`src/rtl/cr_tx_sched_pkg.sv`:
```
// ============================================================================
// Module      : cr_tx_sched_pkg
// Description : Shared issue-state encodings, stats width and global flow
//               defaults for the cr_tx_sched transmit scheduler.
// Revision    : 1.0 - initial release
// ============================================================================
`default_nettype none

`ifndef FLOW_ID_W
`define FLOW_ID_W 8
`endif
`ifndef MAX_FLOW_CNT
`define MAX_FLOW_CNT 16
`endif
`ifndef MAX_FLOW_CNT_WIDTH
`define MAX_FLOW_CNT_WIDTH 4
`endif
`ifndef FLOW_ID_NONE
`define FLOW_ID_NONE 0
`endif

package cr_tx_sched_pkg;
    localparam logic [0:0] SCHED_IDLE   = 1'b0;
    localparam logic [0:0] SCHED_ACTIVE = 1'b1;
    localparam int         STATS_W      = 32;
endpackage

`default_nettype wire

```
`src/rtl/cr_tx_sched_fifo.sv`:
```
// ============================================================================
// Module      : sched_fid_fifo_2w1r
// Description : Dual-write, single-read ready-flow FIFO with occupancy and
//               full handling (drops reported per cycle).
// Revision    : 1.0 - initial release
// ============================================================================
`default_nettype none

module sched_fid_fifo_2w1r #(
    parameter int                FID_W    = 8,
    parameter int                ADDR_W   = 4,
    parameter int                DEPTH    = 16,
    parameter logic [FID_W-1:0]  FID_NONE = '0
) (
    input  logic              clk,
    input  logic              rst_n,
    input  logic              flush,
    input  logic [FID_W-1:0]  fid0,
    input  logic [FID_W-1:0]  fid1,
    input  logic              pop,
    output logic [FID_W-1:0]  rd_data,
    output logic [ADDR_W:0]   occupancy,
    output logic [ADDR_W:0]   occupancy_next,
    output logic [1:0]        drops
);
    localparam logic [ADDR_W+1:0] DEPTH_EXT = (ADDR_W+2)'(DEPTH);

    logic [FID_W-1:0]  mem [DEPTH];
    logic [ADDR_W-1:0] wr_ptr;
    logic [ADDR_W-1:0] rd_ptr;
    logic              valid0;
    logic              valid1;
    logic              acc0;
    logic              acc1;
    logic [ADDR_W+1:0] free_space;
    logic [FID_W-1:0]  first_fid;
    logic              first_en;

    assign valid0     = (fid0 != FID_NONE);
    assign valid1     = (fid1 != FID_NONE);
    // Pop in the same cycle frees one slot for this cycle's pushes.
    assign free_space = DEPTH_EXT - {1'b0, occupancy} + (ADDR_W+2)'(pop);

    always_comb begin
        acc0      = 1'b0;
        acc1      = 1'b0;
        first_fid = fid0;
        first_en  = 1'b0;
        drops     = 2'd0;
        if (!flush) begin
            acc0  = valid0 && (free_space != '0);
            acc1  = valid1 && (valid0 ? (free_space >= (ADDR_W+2)'(2)) : (free_space != '0));
            drops = 2'((valid0 && !acc0)) + 2'((valid1 && !acc1));
        end
        if (acc0) begin
            first_fid = fid0;
            first_en  = 1'b1;
        end else if (acc1) begin
            first_fid = fid1;
            first_en  = 1'b1;
        end
    end

    always_comb begin
        occupancy_next = '0;
        if (!flush)
            occupancy_next = occupancy + (ADDR_W+1)'(acc0) + (ADDR_W+1)'(acc1) - (ADDR_W+1)'(pop);
    end

    assign rd_data = mem[rd_ptr];

    always_ff @(posedge clk) begin
        if (first_en)
            mem[wr_ptr] <= first_fid;
        if (acc0 && acc1)
            mem[wr_ptr + ADDR_W'(1)] <= fid1;
    end

    always_ff @(posedge clk) begin
        if (!rst_n || flush) begin
            wr_ptr    <= '0;
            rd_ptr    <= '0;
            occupancy <= '0;
        end else begin
            wr_ptr    <= wr_ptr + ADDR_W'(acc0) + ADDR_W'(acc1);
            rd_ptr    <= rd_ptr + ADDR_W'(pop);
            occupancy <= occupancy_next;
        end
    end
endmodule

`default_nettype wire

```
`src/rtl/cr_tx_sched.sv`:
```
// ============================================================================
// Module      : cr_tx_sched
// Description : Transmit scheduler: queues up to two ready flows per cycle and
//               issues one per cycle, gated by tx_ready/pause, with flush.
//               Optional counters enabled by macro CR_SCHED_STATS_EN.
// Revision    : 1.0 - initial release
// ============================================================================
`default_nettype none

module cr_tx_sched
    import cr_tx_sched_pkg::*;
#(
    parameter int                FID_W    = `FLOW_ID_W,
    parameter int                DEPTH    = `MAX_FLOW_CNT,
    parameter int                ADDR_W   = `MAX_FLOW_CNT_WIDTH,
    parameter logic [FID_W-1:0]  FID_NONE = FID_W'(`FLOW_ID_NONE)
) (
    input  logic                clk,
    input  logic                rst_n,
    input  logic [FID_W-1:0]    enq_fid0_in,
    input  logic [FID_W-1:0]    enq_fid1_in,
    input  logic                tx_ready_in,
    input  logic                pause_in,
    input  logic                flush_in,
    output logic [FID_W-1:0]    tx_fid_out,
    output logic [ADDR_W:0]     occupancy_out,
    output logic                empty_out,
`ifdef CR_SCHED_STATS_EN
    output logic [STATS_W-1:0]  stat_issued_out,
    output logic [STATS_W-1:0]  stat_dropped_out,
`endif
    output logic                overflow_err_out
);
    logic [FID_W-1:0] rd_data;
    logic [ADDR_W:0]  occupancy_next;
    logic [1:0]       drops;
    logic             pop;
    logic [0:0]       state;
    logic [0:0]       state_next;
    logic [FID_W-1:0] tx_fid_q;
    logic             overflow_q;

    // Registered occupancy only: a freshly pushed entry waits one cycle.
    assign pop = tx_ready_in && !pause_in && !flush_in && (occupancy_out != '0);

    sched_fid_fifo_2w1r #(
        .FID_W    (FID_W),
        .ADDR_W   (ADDR_W),
        .DEPTH    (DEPTH),
        .FID_NONE (FID_NONE)
    ) u_fifo (
        .clk            (clk),
        .rst_n          (rst_n),
        .flush          (flush_in),
        .fid0           (enq_fid0_in),
        .fid1           (enq_fid1_in),
        .pop            (pop),
        .rd_data        (rd_data),
        .occupancy      (occupancy_out),
        .occupancy_next (occupancy_next),
        .drops          (drops)
    );

    always_comb begin
        state_next = state;
        if (flush_in)
            state_next = SCHED_IDLE;
        else if (state == SCHED_IDLE)
            state_next = (occupancy_next != '0) ? SCHED_ACTIVE : SCHED_IDLE;
        else
            state_next = (occupancy_next == '0) ? SCHED_IDLE : SCHED_ACTIVE;
    end

    always_ff @(posedge clk) begin
        if (!rst_n) begin
            state      <= SCHED_IDLE;
            tx_fid_q   <= FID_NONE;
            overflow_q <= 1'b0;
        end else begin
            state    <= state_next;
            tx_fid_q <= pop ? rd_data : FID_NONE;
            if (drops != 2'd0)
                overflow_q <= 1'b1;
        end
    end

    assign tx_fid_out       = tx_fid_q;
    assign empty_out        = (state == SCHED_IDLE);
    assign overflow_err_out = overflow_q;

`ifdef CR_SCHED_STATS_EN
    logic [STATS_W-1:0] issued_q;
    logic [STATS_W-1:0] dropped_q;

    always_ff @(posedge clk) begin
        if (!rst_n) begin
            issued_q  <= '0;
            dropped_q <= '0;
        end else begin
            issued_q  <= issued_q + STATS_W'(pop);
            dropped_q <= dropped_q + STATS_W'(drops);
        end
    end

    assign stat_issued_out  = issued_q;
    assign stat_dropped_out = dropped_q;
`endif
endmodule

`default_nettype wire
```
`config.mk`:
```
export PLATFORM = sky130hd
export DESIGN_NAME = cr_tx_sched
export DESIGN_NICKNAME = d
export VERILOG_FILES = /design/src/rtl/cr_tx_sched_pkg.sv /design/src/rtl/cr_tx_sched_fifo.sv /design/src/rtl/cr_tx_sched.sv
export SDC_FILE = /design/constraint.sdc
export NUM_CORES = 1
export LEC_CHECK = 0
export ABC_AREA = 1
export CORE_MARGIN = 8
export CORE_UTILIZATION = 65
export CTS_CLUSTER_SIZE = 20
export DETAILED_ROUTE_END_ITERATION = 6
export PLACE_DENSITY = 0.85
export SLEW_MARGIN = 20
export SYNTH_ARGS = -nofsm -noshare
export SYNTH_HDL_FRONTEND = slang
export SYNTH_SLANG_ARGS = --single-unit
```
`constraint.sdc`:
```
create_clock -name clk -period 9.3 [get_ports clk]
set_clock_uncertainty 0.2 [all_clocks]
set_input_delay 1.86 -clock clk [delete_from_list [all_inputs] [get_ports clk]]
set_output_delay 1.86 -clock clk [all_outputs]
set_load 0.02 [all_outputs]
```
Yosys cells after proc, flatten, opt, wreduce, memory -nomap -nowiden
Memories as Yosys holds them, arrays and structs flattened. A register that Yosys moved wholly into a read port is not among the register bits.
Cells that the tools add are included.
- add/sub/neg operators: 10
- $lt $le $gt $ge: 1
- multiplexer cells: 16
- bitwise gates (word level): 2
- reduce and logical (&&, ||, !) cells: 24
- operator list (cell ; count):
    $mux 8 ; 2
    $reduce_bool 8->1 ; 2
    $add 4x1->4 ; 3
    $mux 1 ; 12
    $add 5x1->5 ; 2
    $reduce_bool 5->1 ; 2
    $logic_and 1x1->1 ; 8
    $add 6x1->6 ; 1
    $ge 6x2->1 const B ; 1
    $logic_not 1->1 ; 6
    $reduce_bool 6->1 ; 1
    $sub 5x5->6 const A ; 1
    $logic_not 5->1 ; 1
    $mux 5 ; 1
    $sub 5x1->5 ; 1
    $add 4x1->4 const B ; 1
    $add 1x1->2 ; 1
    $mux 2 ; 1
    $not 1->1 ; 2
    $reduce_and 2->1 ; 1
    $reduce_bool 2->1 ; 1
    $reduce_or 2->1 ; 1
    $logic_or 1x1->1 ; 1
- register bits after elaboration: 15
- RAM bits: 128
- output and inout bits: 15
- memories: 1
- memory list (name ; words ; bits a word ; read ports ; clocked after memory_dff ; wr ports ; RTL line ; source):
    u_fifo.mem ; 16 ; 8 ; 1 ; 1 ; 2 ; cr_tx_sched_fifo.sv:28 ; logic [FID_W-1:0] mem [DEPTH];

Depth between registers and ports, before layout
- depth in word-level cells: 15
- gate-level depth with buffers: 26
- mapped depth without buffers: 25

Cells and area by module
From an unflattened synthesis, not the netlist that was laid out.
- cell total of the unflattened synthesis: 1052
- area, all modules: 8674.6 um^2
- modules (own cells, without submodules) (module ; times used ; cells an instance ; area each (um^2)):
    sched_fid_fifo_2w1r ; 1 ; 1006 ; 8326.7
    cr_tx_sched ; 1 ; 46 ; 347.8

Worst setup path after synthesis
Ideal clock, no wire load.
- path kind: input to register
- start: in flush_in
- end: reg state
- arrival time: 4.973 ns
- setup slack: 4.007 ns
- cell stages on the path: 21
- cell sequence: clkbuf_1 > nor3b_1 > and2_1 > inv_1 > ha_1 > inv_2 > ha_1 > inv_1 > nand3_1 > nor2_1 > nand3_1 > nand2_2 > buf_6 > ha_1 > fa_1 > inv_1 > fa_1 > nand2_1 > o211ai_1 > a21oi_1 > a21oi_1
- word-level cells in the longest chain between the ends: 14
- elaborated cells between the ends (all ways): 21
- ends and longest elaborated chain (what ; RTL line ; source):
    from (decl) ; cr_tx_sched.sv:24 ; input logic flush_in,
    $logic_not 1->1 ; - ;
    $logic_and 1x1->1 (2 in a row) ; cr_tx_sched.sv:44 ; assign pop = tx_ready_in && !pause_in && !flush_in && (occupancy_out != '0);
    $add 6x1->6 ; cr_tx_sched_fifo.sv:42 ; assign free_space = DEPTH_EXT - {1'b0, occupancy} + (ADDR_W+2)'(pop);
    $reduce_bool 6->1 / $ge 6x2->1 (equally long branches) ; cr_tx_sched_fifo.sv:51, cr_tx_sched_fifo.sv:52 ;
    $logic_and 1x1->1 / $mux 1 (equally long branches) ; cr_tx_sched_fifo.sv:51, cr_tx_sched_fifo.sv:52 ;
    $mux 1 / $logic_and 1x1->1 (equally long branches) ; cr_tx_sched_fifo.sv:50, cr_tx_sched_fifo.sv:52 ;
    $add 5x1->5 / $mux 1 (equally long branches) ; cr_tx_sched_fifo.sv:67, cr_tx_sched_fifo.sv:50 ;
    $add 5x1->5 ; cr_tx_sched_fifo.sv:67 ; occupancy_next = occupancy + (ADDR_W+1)'(acc0) + (ADDR_W+1)'(acc1) - (ADDR_W+1)'(pop);
    $sub 5x1->5 ; cr_tx_sched_fifo.sv:67 ;
    $mux 5 ; cr_tx_sched_fifo.sv:66 ; if (!flush)
    $reduce_bool 5->1 / $logic_not 5->1 (equally long branches) ; cr_tx_sched.sv:69, cr_tx_sched.sv:71 ;
    $mux 1, on equally long branches ; cr_tx_sched.sv:69, cr_tx_sched.sv:71 ;
    $mux 1 ; cr_tx_sched.sv:68 ; else if (state == SCHED_IDLE)
    to (signal assigned) ; cr_tx_sched.sv:80 ; state <= state_next;
    to (decl) ; cr_tx_sched.sv:38 ; logic [0:0] state;
Parallel ways exist; a longest one is shown, timed or not.
A chain may end at the register's enable or synchronous reset.

==> results.md <==
* Cell area after layout at roughly 9500 sq um
* Fin. Hold Viols at 0
* Seq/Total Area, Yosys at around half
* Switching power at just under 0.0006 W
* DRT antenna net count at 0
* Initial antenna violation count at 0
* Synth Net Count at between 1000 and 1500
* CTS max path bufs at 2
* Setup bufs post-CTS at 0
* Slew Limit Fails at 0
* Die Height at around 130 um
* Hold Path Class: reg -> reg
* Drt drc at 6
* CTS Hold Bufs at 0
* Number of global-route vias before repair at 7232
* Sequential share of power at between 40% and 50%
* GRT overflow at 0
* GPL Wtd Cong at approximately 0.9
* First-pass GRT wire length at 38.0 mm
* Setup TNS at 0 ps
* CP Max Fanout at 68
* Clock latency on the worst-skew pair at 440 ps
* Ys Warns at 0
* CTS tree: yes
* Largest net degree at the start of global routing at a little under 80
* Final Util at ~73%
* Die ar. at 17100 sq um
* Period Utilization, post-route at 63.7%
* Vias per cell at about 6.3
* Max Fclk at 169 MHz
* Boundary Pins at 36
* Initial DRC Count at 1532
* Data required, critical path at roughly 9000 ps
* Sw Share at between 30% and 40%
* Run status: complete, but fails checks
* TritonCTS buffer count at 17
* Worst setup EP type: flip-flop
* Die X at 131 um
* PwrDens at a little over 200 nW/um^2
* Area grow syn2layout at 10.9%
* Syn Inst Count at 1064
* Worst slew pin tran at ~1100 ps
* Startpoint types: primary input
* Min Tclk post-route at 5920 ps
* Iteration count of the initial detailed-routing pass at 7
* Max_cap viols at 0
* Failing checks: DRC
* Worst slew margin at approximately 28%
* Peak supply drop at 119 uV
* Combinational power share at between 20% and 30%
* Area post-placement at 8830 sq um
* PortBufs at 35
* WL final at 24.6 mm
* GRT Total Usage at between 20% and 30%
* Fillers at 951
* Internal power at 0.00137 W
* Post-cts resize count at 0
* Distinct cells, synth at 34
* Mapped Area at 8560 sq um
* DR WL/cell at 19.7 um
* # clock sinks at 151
* Clock root cell: clkbuf_16
* Row Count at 42
* Share of layout cells above drive strength 1 at about 6.4%
* Fin nets at about 1100
* Critical Path AT at about 5800 ps
* Leakage power total at about 3.9 nW
* Clock Power Share at 37.9%
* Ant diodes at 0
* DP HPWL at 15.1 mm
* H-tree depth at 4
* Unrepaired setup endpoints after global routing: no
* # setup viols final at 0
* Initial Util at between 60% and 70%
* Register clock-pin slew on the reported worst setup and hold paths at roughly 60 ps
* Via count at slightly below 8000
* CORE AREA at between 10000 and 15000 sq um
* Critical path class: in -> reg
* Flops & latches, synth at around 150
* Syn Area/Cell at about 8.0 sq um
## critical path, cell delays in order
cell and delay, ps:
clkdlybuf4s50_1 570, nor3b_1 240, and2_1 190, inv_1 70
ha_1 200, inv_2 80, ha_1 180, nand2_1 80
nand2_1 60, nand2_1 70, nand3_1 120, nand2_2 200
nor2_8 740, buf_4 580, nand2_2 220, nand2_1 350
## sequential cells by signal, indices dropped and copies added, names as in the netlist
name	cells
u_fifo.mem	128
u_fifo.occupancy	5
tx_fid_out	8
u_fifo.rd_ptr	4
u_fifo.wr_ptr	4
overflow_err_out	1
state	1
## cells in the mapped netlist, drive strengths merged
master | n | area, sq um
a21boi | 6 | 45.0
a21oi | 12 | 60.1
and2 | 1 | 6.26
and3 | 2 | 12.5
buf | 33 | 221
clkbuf | 33 | 125
clkinv | 2 | 7.51
dfxtp | 23 | 460
edfxtp | 128 | 3840
fa | 3 | 60.1
ha | 13 | 163
inv | 55 | 206
nand2 | 353 | 1390
nand3 | 161 | 811
nand4 | 9 | 56.3
nor2 | 134 | 529
nor3 | 1 | 5.00
nor3b | 1 | 7.51
o211ai | 21 | 158
o21ai | 62 | 310
o21bai | 1 | 7.51
o22ai | 6 | 37.5
or2 | 1 | 6.26
xnor2 | 2 | 17.5
xor2 | 1 | 8.76
## cells by family (layout without fill, tap and decap cells)
| logic type | after synthesis | after routing | synth area share, % |
|---|---|---|---|
| flip-flops | 151 | 151 | 50.3 |
| XOR/XNOR | 3 | 3 | 0.307 |
| buffers and inverters | 123 | 130 | 6.55 |
| AO/OA/AOI/OAI | 108 | 108 | 7.22 |
| adder cells (fa/ha/maj) | 16 | 16 | 2.60 |
| AND/OR/NAND/NOR | 663 | 663 | 33.0 |
## stage by stage
stage,worst slack [ps],hold slack [ps],total power [W],instances
2_1_floorplan,4010,335,0.00112,1064
3_3_place_gp,3170,241,0.00121,1215
3_5_place_dp,3020,260,0.00121,1215
4_1_cts,3450,278,0.00194,1247
5_1_grt,3020,340,0.00203,1247
6_report,3380,271,0.00196,1247
## per-layer routing
layer / routed length, um / share of wire [%] / global-route usage, %
met1: 8520 / 35 / 37.3
met2: 11300 / 46 / 47.3
met3: 3540 / 14 / 7.95
met4: 1250 / 5.1 / 14.9
met5: 0 / 0 / 0
## cells in the final DEF (no fill, tap or decap), types with 21 or more instances in the layout
cell	instances
inv_1	54
o21ai_0	62
clkbuf_16	24
nand2_2	26
nor2_1	131
dfxtp_1	22
nand2_1	327
nand3_1	160
o211ai_1	21
edfxtp_1	128
clkdlybuf4s50_1	35
## path summary, 6_finish.rpt
path                                           from  cells after the start                end  slack (ps)
worst max-delay path                       flush_in                     16  u_fifo.mem[12][5]        3380
worst min register to register     overflow_err_out                      2   overflow_err_out         270
worst min-delay path               overflow_err_out                      2   overflow_err_out         270
worst max register to register  u_fifo.occupancy[3]                     18  u_fifo.mem[12][5]        4800
## power by group through the flow
stage / Clock [W] / Combinational [W] / Sequential (W)
after floorplan: 0 / 0.000292 / 0.000824
after global routing: 0.000768 / 0.000448 / 0.000810
final: 0.000744 / 0.000411 / 0.000807
after CTS: 0.000738 / 0.000398 / 0.000807
after detailed placement: 0 / 0.000393 / 0.000820
after global placement: 0 / 0.000386 / 0.000820
## final cells by class
type | instances | area (sq um) | area share, %
multi-input cells | 790 | 3690 | 38.9
flip-flops and latches | 151 | 4310 | 45.4
clock inverters | 5 | 37.5 | 0.396
well taps | 176 | 220 | 2.32
clock buffers | 27 | 622 | 6.56
repair buffers | 41 | 395 | 4.17
inverters | 57 | 214 | 2.26
No activity file was read; power rests on OpenSTA's default activity.
